==> src/rtl/mem_arb_pkg.sv <==
// Shared types for the cacheline-port arbiter: FSM states, requester IDs and the grant rule.
package mem_arb_pkg;

    typedef enum logic {
        IDLE = 1'b0,
        BUSY = 1'b1
    } arb_state_t;

    typedef enum logic [1:0] {
        REQ_D    = 2'd0,
        REQ_I    = 2'd1,
        REQ_P    = 2'd2,
        REQ_NONE = 2'd3
    } arb_req_id_t;

    localparam int LINE_OFFSET_BITS = 5;

    // Promoted (starving) requesters sit above D; when both are promoted I beats P.
    function automatic arb_req_id_t pick_winner(
        input logic d_req,
        input logic i_req,
        input logic p_req,
        input logic i_prom,
        input logic p_prom
    );
        arb_req_id_t w;
        if (i_prom && i_req)      w = REQ_I;
        else if (p_prom && p_req) w = REQ_P;
        else if (d_req)           w = REQ_D;
        else if (i_req)           w = REQ_I;
        else if (p_req)           w = REQ_P;
        else                      w = REQ_NONE;
        return w;
    endfunction

endpackage

==> src/rtl/mem_arb_age_ctr.sv <==
// 8-bit saturating age counter for one requester; promote_o rises once it has lost STARVE_LIMIT times.
module mem_arb_age_ctr #(
    parameter int STARVE_LIMIT = 16
) (
    input  logic clk_i,
    input  logic rst_n_i,
    input  logic inc_i,
    input  logic clr_i,
    output logic promote_o
);

    localparam logic [7:0] LIMIT = 8'(STARVE_LIMIT);

    logic [7:0] cnt_q, cnt_d;

    always_comb begin
        cnt_d = cnt_q;
        if (clr_i)
            cnt_d = 8'd0;
        else if (inc_i && (cnt_q != 8'hFF))
            cnt_d = cnt_q + 8'd1;
    end

    always_ff @(posedge clk_i or negedge rst_n_i) begin
        if (!rst_n_i)
            cnt_q <= 8'd0;
        else
            cnt_q <= cnt_d;
    end

    assign promote_o = (cnt_q >= LIMIT);

endmodule

==> src/rtl/mem_req_arbiter.sv <==
// Shares the cacheline-adaptor port between D-cache, I-cache and prefetcher, fixed priority D > I > P.
// Define MEM_ARB_AGE_GUARD_EN to add age counters that promote a starving I or P above D.
module mem_req_arbiter
    import mem_arb_pkg::*;
#(
    parameter int STARVE_LIMIT = 16,
    parameter int ADDR_W       = 32,
    parameter int LINE_W       = 256
) (
    input  logic              clk,
    input  logic              reset_n,
    input  logic              d_read,
    input  logic              d_write,
    input  logic [ADDR_W-1:0] d_addr,
    input  logic [LINE_W-1:0] d_wdata,
    output logic [LINE_W-1:0] d_rdata,
    output logic              d_resp,
    input  logic              i_read,
    input  logic [ADDR_W-1:0] i_addr,
    output logic [LINE_W-1:0] i_rdata,
    output logic              i_resp,
    input  logic              p_read,
    input  logic [ADDR_W-1:0] p_addr,
    output logic [LINE_W-1:0] p_rdata,
    output logic              p_resp,
    output logic              mem_read,
    output logic              mem_write,
    output logic [ADDR_W-1:0] mem_address,
    output logic [LINE_W-1:0] mem_wdata,
    input  logic [LINE_W-1:0] mem_rdata,
    input  logic              mem_resp
);

    localparam logic [ADDR_W-1:0] OFFSET_MASK = ADDR_W'((1 << LINE_OFFSET_BITS) - 1);

    arb_state_t        state_q, state_d;
    arb_req_id_t       owner_q, owner_d, winner;
    logic              we_q, we_d;
    logic [ADDR_W-1:0] addr_q, addr_d;
    logic [LINE_W-1:0] wdata_q, wdata_d;
    logic              i_prom, p_prom, busy;

    if (STARVE_LIMIT < 2 || STARVE_LIMIT > 255) begin : g_limit_check
        $error("mem_req_arbiter: STARVE_LIMIT must be within 2..255");
    end

`ifdef MEM_ARB_AGE_GUARD_EN
    // Counters only advance on lost IDLE-cycle arbitrations; any deassertion clears them.
    mem_arb_age_ctr #(.STARVE_LIMIT(STARVE_LIMIT)) u_age_i (
        .clk_i     (clk),
        .rst_n_i   (reset_n),
        .inc_i     (!busy && i_read && (winner != REQ_I)),
        .clr_i     (!i_read || (!busy && (winner == REQ_I))),
        .promote_o (i_prom)
    );

    mem_arb_age_ctr #(.STARVE_LIMIT(STARVE_LIMIT)) u_age_p (
        .clk_i     (clk),
        .rst_n_i   (reset_n),
        .inc_i     (!busy && p_read && (winner != REQ_P)),
        .clr_i     (!p_read || (!busy && (winner == REQ_P))),
        .promote_o (p_prom)
    );
`else
    assign i_prom = 1'b0;
    assign p_prom = 1'b0;
`endif

    assign busy   = (state_q == BUSY);
    assign winner = pick_winner(d_read | d_write, i_read, p_read, i_prom, p_prom);

    always_ff @(posedge clk or negedge reset_n) begin
        if (!reset_n) begin
            state_q <= IDLE;
            owner_q <= REQ_NONE;
            we_q    <= 1'b0;
            addr_q  <= '0;
            wdata_q <= '0;
        end else begin
            state_q <= state_d;
            owner_q <= owner_d;
            we_q    <= we_d;
            addr_q  <= addr_d;
            wdata_q <= wdata_d;
        end
    end

    // Every IDLE cycle re-latches the winner, so an idle arbiter holds cleared latches.
    always_comb begin
        state_d = state_q;
        owner_d = owner_q;
        we_d    = we_q;
        addr_d  = addr_q;
        wdata_d = wdata_q;
        case (state_q)
            IDLE: begin
                owner_d = winner;
                we_d    = 1'b0;
                addr_d  = '0;
                wdata_d = '0;
                case (winner)
                    REQ_D: begin
                        we_d    = d_write;
                        addr_d  = d_addr & ~OFFSET_MASK;
                        wdata_d = d_wdata;
                    end
                    REQ_I:   addr_d = i_addr & ~OFFSET_MASK;
                    REQ_P:   addr_d = p_addr & ~OFFSET_MASK;
                    default: ;
                endcase
                if (winner != REQ_NONE)
                    state_d = BUSY;
            end
            BUSY: begin
                if (mem_resp)
                    state_d = IDLE;
            end
            default: state_d = IDLE;
        endcase
    end

    always_comb begin
        mem_read    = busy & ~we_q;
        mem_write   = busy & we_q;
        mem_address = busy ? addr_q : '0;
        mem_wdata   = busy ? wdata_q : '0;
        d_resp      = busy & mem_resp & (owner_q == REQ_D);
        i_resp      = busy & mem_resp & (owner_q == REQ_I);
        p_resp      = busy & mem_resp & (owner_q == REQ_P);
        d_rdata     = mem_rdata;
        i_rdata     = mem_rdata;
        p_rdata     = mem_rdata;
    end

endmodule

==> config.mk <==
export PLATFORM = sky130hd
export DESIGN_NAME = mem_req_arbiter
export DESIGN_NICKNAME = d
export VERILOG_FILES = /design/src/rtl/mem_arb_pkg.sv /design/src/rtl/mem_arb_age_ctr.sv /design/src/rtl/mem_req_arbiter.sv
export SDC_FILE = /design/constraint.sdc
export NUM_CORES = 1
export LEC_CHECK = 0
export CORE_AREA = 5 5 656 658
export DETAILED_ROUTE_END_ITERATION = 16
export DIE_AREA = 0 0 661 663
export PLACE_DENSITY_LB_ADDON = 0.08
export SYNTH_ARGS = -nofsm -noshare
export SYNTH_HDL_FRONTEND = slang
export SYNTH_HIERARCHICAL = 1
export SYNTH_SLANG_ARGS = --single-unit
==> constraint.sdc <==
create_clock -name clk -period 1.68 [get_ports clk]
set_clock_uncertainty 0.15 [all_clocks]
set_input_delay 0.252 -clock clk [delete_from_list [all_inputs] [get_ports clk]]
set_output_delay 0.252 -clock clk [all_outputs]
set_load 0.005 [all_outputs]
* Word level (Yosys, flattened, before mapping)
Cells that the tools add are included.
Operators by class: eq/ne operators 5, muxes and demuxes 11, bitwise logic cells 9, reductions and logical operators 2
Operators by type and width (number):
- 256-bit two-way mux | 2
- 32-bit one-hot mux with 3 select lines | 1
- 32-bit two-way mux | 1
- 1-bit bitwise AND | 6
- 2-bit by 1-bit equality test with 1-bit output (second input constant) | 2
- 2-bit equality test (second input constant) | 2
- 2-bit zero test | 2
- 1-bit two-way mux | 4
- 2-bit two-way mux | 2
- 2-bit inequality test (second input constant) | 1
- 1-bit inverter | 2
- 1-bit one-hot mux with 2 select lines | 1
- 1-bit bitwise OR | 1
Storage, ports and cells: register bits after elaboration 292, bits of input ports 615, output and inout port bits 1061, logic and storage cells 32

* Logic depth before layout (Yosys ltp)
Gate-level depths: netlist of run 1.
depth in word-level cells 6, mapped depth 7, depth with buffers taken out 3

* Worst setup path after synthesis of run 1
OpenSTA, ideal clock, no wires.
path type in2reg, start point input port d_write, end point register wdata_q[0], setup time 118 ps, arrival 1301 ps, required time 1412 ps, slack 111 ps, stages 7, buffers on the path 4, cells stage by stage or2_1 -> buf_6 -> and2_1 -> buf_6 -> buf_6 -> buf_6 -> a21o_1
Between the ends: word-level cells in the longest chain between the ends 4
RTL lines:
- start, declared | RTL line mem_req_arbiter.sv:13 | input logic d_write,
- 1-bit bitwise OR | RTL line mem_req_arbiter.sv:70 | assign winner = pick_winner(d_read | d_write, i_read, p_read, i_prom, p_prom);
- 2-bit two-way mux | RTL line mem_arb_pkg.sv:29 | else if (d_req) w = REQ_D;
- 2-bit zero test | RTL line mem_req_arbiter.sv:101 | case (winner)
- 256-bit two-way mux | RTL line mem_req_arbiter.sv:101
- end signal, assigned | RTL line mem_req_arbiter.sv:84 | wdata_q <= wdata_d;
- end, declared | RTL line mem_req_arbiter.sv:40 | logic [LINE_W-1:0] wdata_q, wdata_d;
No other way between the ends. A chain may end at the register's enable or synchronous reset.

* Final worst setup path of run 1
start point register state_q, in the netlist busy, end point output port mem_wdata[240]
Between the ends: word-level cells in the longest chain between the ends 1
RTL lines:
- start, declared | RTL line mem_req_arbiter.sv:36 | arb_state_t state_q, state_d;
- start signal, assigned | RTL line mem_req_arbiter.sv:80 | state_q <= state_d;
- 256-bit two-way mux | RTL line mem_req_arbiter.sv:126 | mem_wdata = busy ? wdata_q : '0;
- end, declared | RTL line mem_req_arbiter.sv:29 | output logic [LINE_W-1:0] mem_wdata,
No other way between the ends.

==> results.txt, run 1 <==
H-tree depth: 2
Seq cells post-synth: 287
dominant synthesized flop cell: dfrtp_1
Lkg Pwr: 14.7 nW
Setup Viol. Count Final: 810
worst hold endpoint: wdata_q[234]$_DFFE_PN0N_
vias in the first global route: 15.3k
Mean Syn Cell Area: 10.2 sq um
sw frac: 0.308
Net Switching: 9.22 mW
RSZ-0062 raised after global routing: true
first-pass GRT wire length: 205 mm
fin. max-slew vios: 0
RR Endpoint: wdata_q[167]$_DFFE_PN0N_
DRC: 0
Hold Fails Final Rpt: 0
hold depth: 2
Cell Int Power: 20.7 mW
layout cells sized above 1: 0.434
outcome: complete, but fails checks
sequential share of the synthesized area: 0.397
launching element type of the critical path: flop
clk_lat worst skew: 740 ps
Area Growth Syn to Fin: 88.8%
violated checks: negative setup slack
commonest cells in the netlist: 776 x buf_4, 285 x and2_1, 285 x dfrtp_1
HP Start: d_wdata[234]
largest net degree at the start of global routing: 38
Req. time, crit path: 1280 ps
max_slew headroom: 0.543
port bufs: 631
1st-pass router iterations: 6
DRT Wirelength: 170 mm
worst reg2reg path depth: 9
Post-Place Setup Slack: -714 ps
r2r setup slk: -550 ps
FMAX: 0.360 GHz
Post-synth EDFFs: 0
initial antenna violation count: 56
critical path peak fanout: 6
Worst-path clk slew: 80 ps
vias: 13.8k
worst min path class: in2reg
Pwr Density: 876 nW/um^2
detailed-placement wirelength estimate: 139 mm
die span in x: 661 um
Clock Path Buffers: 3
Die Area: 438,000 sq um
die height: 663 um
WL/cell: 21.5 um
crit path kind: reg2out
share of total power in the clock network: 0.409
Worst Max-Slew Pin Slew: 683 ps
Post-Syn Instances: 1,777
vias per cell: 1.75
Comb power frac: 0.317
post-synth top area cell: dfrtp_1
TritonCTS clock tree: done
clk sink count: 287
Boundary Pins: 1,676
CP arrival: 2380 ps
Yosys top cell area share: 0.394
mapped cell area: 18,100 sq um
power after layout: 29.9 mW
Area contributors post-synth: dfrtp_1 39%, buf_4 32%, a21o_1 11%
Synth cell types: 24
crit end category: output port
asr flop ratio synth: 1.00
number of routed nets with antenna violations: 0
setup ws final: -1100 ps
Final Critical Period: 2780 ps
Rows: 239
nets@finish: 2,816
top-count cell post-synth: buf_4
final core occ: 0.0808
Final GP Congestion: 0.662
Max Cap Viol: 0
worst r2r src: busy$_DFF_PN0_
peak supply drop: 0.842 mV
Ys Warns: 6
total grt overflow: 0
clock root cell: clkbuf_16
GRT Total Usage: 0.0735
Initial Utilization: 0.0428
Flop pwr share: 0.275
core area: 423,000 sq um
total CTS buffers: 54
initial DRC count: 484
final period utilization: 1.65
-- critical path, cell delays in order (launching register included) --
cell and delay [ps]:
dfrtp_4 530, buf_12 180, buf_16 160, clkbuf_16 190, buf_12 130, and2_4 150, buf_12 120, buf_12 120
-- cell families after synthesis --
logic type / after synthesis / synth area share
other: 1 / 0.000207
buffers and inverters: 852 / 0.351
AO/OA/AOI/OAI: 315 / 0.133
flip-flops: 287 / 0.397
AND/OR/NAND/NOR: 322 / 0.119
-- layout by cell type, fill, tap and decap left out, types with 12 or more instances in the layout --
master           count
buf_2               18
clkbuf_2            57
buf_4              247
nor4bb_1            15
o21bai_1            27
and4bb_2            12
dlygate4sd3_1      221
and2_1              49
a221oi_1            27
buf_12              99
dlymetal6s2s_1      15
buf_6              173
buf_8               14
and2_4             228
clkdlybuf4s50_1    348
dfrtp_1            284
clkbuf_16           67
a21o_1             257
clkbuf_1            12
-- cell type report --
class,count,area [sq um]
repair buffers,1215,12800
multi-input cells,642,5220
clock inverters,18,251
clock buffers,78,1570
diodes,7,17.5
inverters,1,7.51
well taps,5663,7090
flip-flops and latches,287,7190
fillers,49200,389000
-- routing by layer --
metal  global-route usage  routed length (um)  vias up
li1                     -                   -     5864
met1               0.0747               61100     6619
met3               0.0595               28500      251
met4               0.0166                3590       24
met5              0.00757                 488        -
met2                0.116               76700     1066
-- power by group through the flow --
stage,clock network [mW],registers (mW),logic (mW)
2_1_floorplan,0,8.17,3.61
3_3_place_gp,0,8.26,8.11
3_5_place_dp,0,8.25,8.03
4_1_cts,13.4,8.15,8.91
5_1_grt,13.5,8.31,10.3
6_report,12.2,8.22,9.47
-- metrics by stage --
stage,hold WS [ps],setup TNS (ps),instances,instance area (sq um)
5_1_grt,27.8,-499920,7905,34200
3_3_place_gp,-76.6,-231810,7480,28000
4_1_cts,5.60,-432420,7815,32500
6_report,87.0,-397820,7911,34200
2_1_floorplan,-194,0,1781,18100
3_5_place_dp,-74.5,-230160,7480,28000
-- timing repair --
action                                  4_1_cts  5_1_grt
endpoints found under the hold margin       505        0
pin swaps                                     2       10
endpoints found under the setup margin      570      830
resized for setup                           412      849
hold buffers                                221        0
cloned                                        6       15
buffers inserted                             12       83
-- how the worst max path moves through the flow --
stage | startpoint | to | slack (ps)
2_1_floorplan | d_write | wdata_q[0]$_DFFE_PN0N_ | 110
3_3_place_gp | i_read | addr_q[20]$_DFFE_PN0N_ | -720
3_5_place_dp | d_write | addr_q[22]$_DFFE_PN0N_ | -710
4_1_cts | busy$_DFF_PN0_ | mem_wdata[171] | -1350
5_1_grt | busy$_DFF_PN0_ | mem_wdata[240] | -1260
6_report | busy$_DFF_PN0_ | mem_wdata[240] | -1100
-- state kept, by name (all words and copies together) (netlist names) --
| signal | cells |
|---|---|
| addr_q | 27 |
| busy | 1 |
| owner_q | 2 |
| wdata_q | 256 |
| we_q | 1 |
Note: power is estimated with default switching activity, not from simulation.
==> run 2: changes to the inputs <==
- CORE_AREA: 5 5 656 658 -> 4 4 655 657
- DIE_AREA: 0 0 661 663 -> 0 0 659 661
==> run 2 against run 1 <==
Core utilization down 0.13 points. The run still ends with negative setup slack left. Sequential power about the same. Largest power group unchanged. Via count up 1.2%.
==> results.txt, run 2 (synthesized netlist as in run 1, its figures left out) <==
Worst Max-Slew Pin Slew: 1020 ps
CP max stage delay: 520 ps
Req. time, crit path: 1280 ps
initial DRC count: 369
Crit-path slowest cell: clkdlybuf4s50_1
CP startpoint: busy$_DFF_PN0_
commonest non-fill, non-tap cell in the layout: clkdlybuf4s50_1
max_slew headroom: 0.318
port bufs: 631
Initial Utilization: 0.0428
Area Growth Syn to Fin: 85.5%
final core occ: 0.0794
Crit path max-delay family: buffers and inverters
launching element type of the critical path: flop
crit-path most repeated cell: buf_16
clk sink count: 287
FMAX: 0.357 GHz
Boundary Pins: 1,676
Lkg Pwr: 14.4 nW
violated checks: negative setup slack
outcome: complete, but fails checks
RSZ-0062 raised after global routing: true
largest net degree at the start of global routing: 48
setup ws final: -1120 ps
1st-pass router iterations: 5
peak supply drop: 0.717 mV
die height: 661 um
Die Area: 436,000 sq um
filler cell count: 49.3k
TritonCTS clock tree: done
GRT Total Usage: 0.0774
Hold WS: 77.5 ps
fin area: 33,600 sq um
commonest cells after routing, fill and taps aside: 373 x clkdlybuf4s50_1, 284 x dfrtp_1, 273 x buf_4
WL/cell: 22.3 um
Setup Viol. Count Final: 846
Final Critical Period: 2800 ps
max reg flops: 256
crit path kind: reg2out
vias: 14.0k
crit end category: output port
detailed-placement wirelength estimate: 147 mm
die span in x: 659 um
worst r2r src: busy$_DFF_PN0_
number of routed nets with antenna violations: 0
critical path peak fanout: 13
Hold Fails Final Rpt: 0
Rows: 239
HP Start: d_wdata[138]
clock root cell: clkbuf_16
clk_lat worst skew: 730 ps
vias per cell: 1.77
DRT Wirelength: 176 mm
Biggest register: wdata_q
Post-Place Setup Slack: -938 ps
H-tree depth: 2
Worst-path clk slew: 60 ps
dpl cell area: 28,000 sq um
vias in the first global route: 15.5k
core area: 423,000 sq um
DRC: 0
worst min path class: in2reg
final period utilization: 1.67
layout cells sized above 1: 0.345
worst-path cell chain: buf_16, buf_16, and2_1, clkdlybuf4s50_1
first-pass GRT wire length: 213 mm
Max Cap Viol: 0
nets@finish: 2,812
Clock Path Buffers: 3
Final GP Congestion: 0.659
Pwr Density: 881 nW/um^2
fin. max-slew vios: 0
setup TNS: -421,450 ps
initial antenna violation count: 68
CP arrival: 2400 ps
total grt overflow: 0
Worst Path Buf+Inv: 3
Top Registers: wdata_q: 256 flops, addr_q: 27 flops, owner_q: 2 flops
total CTS buffers: 55
[run 2: cell count changes in the layout (fill, tap and decap cells not counted), moves of 25 or more]
cell	change
buf_4	+26
buf_6	-96
and2_1	+111
clkdlybuf4s15_2	+26
and2_4	-108
clkdlybuf4s50_1	+25
dlygate4sd3_1	+26
[run 2: final cells by class]
type                            instances  area (sq um)  area share
Inverter                                1          3.75    0.000112
Timing Repair Buffer                 1210         12500       0.371
Antenna cell                           14          35.0     0.00104
Sequential cell                       287          7190       0.214
Multi-Input combinational cell        642          4940       0.147
Clock inverter                         14           238     0.00708
Tap cell                             5663          7090       0.211
Clock buffer                           87          1650      0.0491
[run 2: worst paths after layout]
kind,to,slack [ps],depth (start not counted)
max,mem_wdata[35],-1120,4
min,wdata_q[138]$_DFFE_PN0N_,80,2
max reg2reg,wdata_q[96]$_DFFE_PN0N_,-540,8
min reg2reg,owner_q[0]$_DFFE_PN1N_,370,2
max in group asynchronous,owner_q[1]$_DFFE_PN1N_,-360,5
min in group asynchronous,addr_q[30]$_DFFE_PN0N_,660,3
[run 2: through the flow]
step	power, mW	cells
floorplan	11.8	1781
global placement	16.5	7487
detailed placement	16.4	7487
CTS	30.8	7863
global route	31.6	7912
finish	29.6	7918
[run 2: layer usage]
layer	vias up	GRT usage	wire (um)
met3	298	0.0651	30900
met5	-	0.0193	1230
li1	5881	-	-
met1	6612	0.0747	59300
met2	1170	0.123	80900
met4	26	0.0186	4040
[run 2: where the power goes]
part / leakage [nW] / switching [mW] / internal (mW)
combinational: 9.89 / 3.84 / 5.07
clock: 0.918 / 5.05 / 7.43
sequential: 3.62 / 0.262 / 7.93
[run 2: what timing repair did]
action | in CTS | in global routing
pin swaps | 3 | 4
setup buffers | 24 | 38
setup endpoints to repair | 571 | 856
gates cloned | 5 | 7
hold buffers | 247 | 0
resized for setup | 455 | 389
hold endpoints to repair | 521 | 0
==> run 3: changes to the inputs <==
- ABC_CLOCK_PERIOD_IN_PS: not set -> 1680
==> results of run 3 <==
Same layout as run 2: the final DEF is identical, and so are final timing and power.
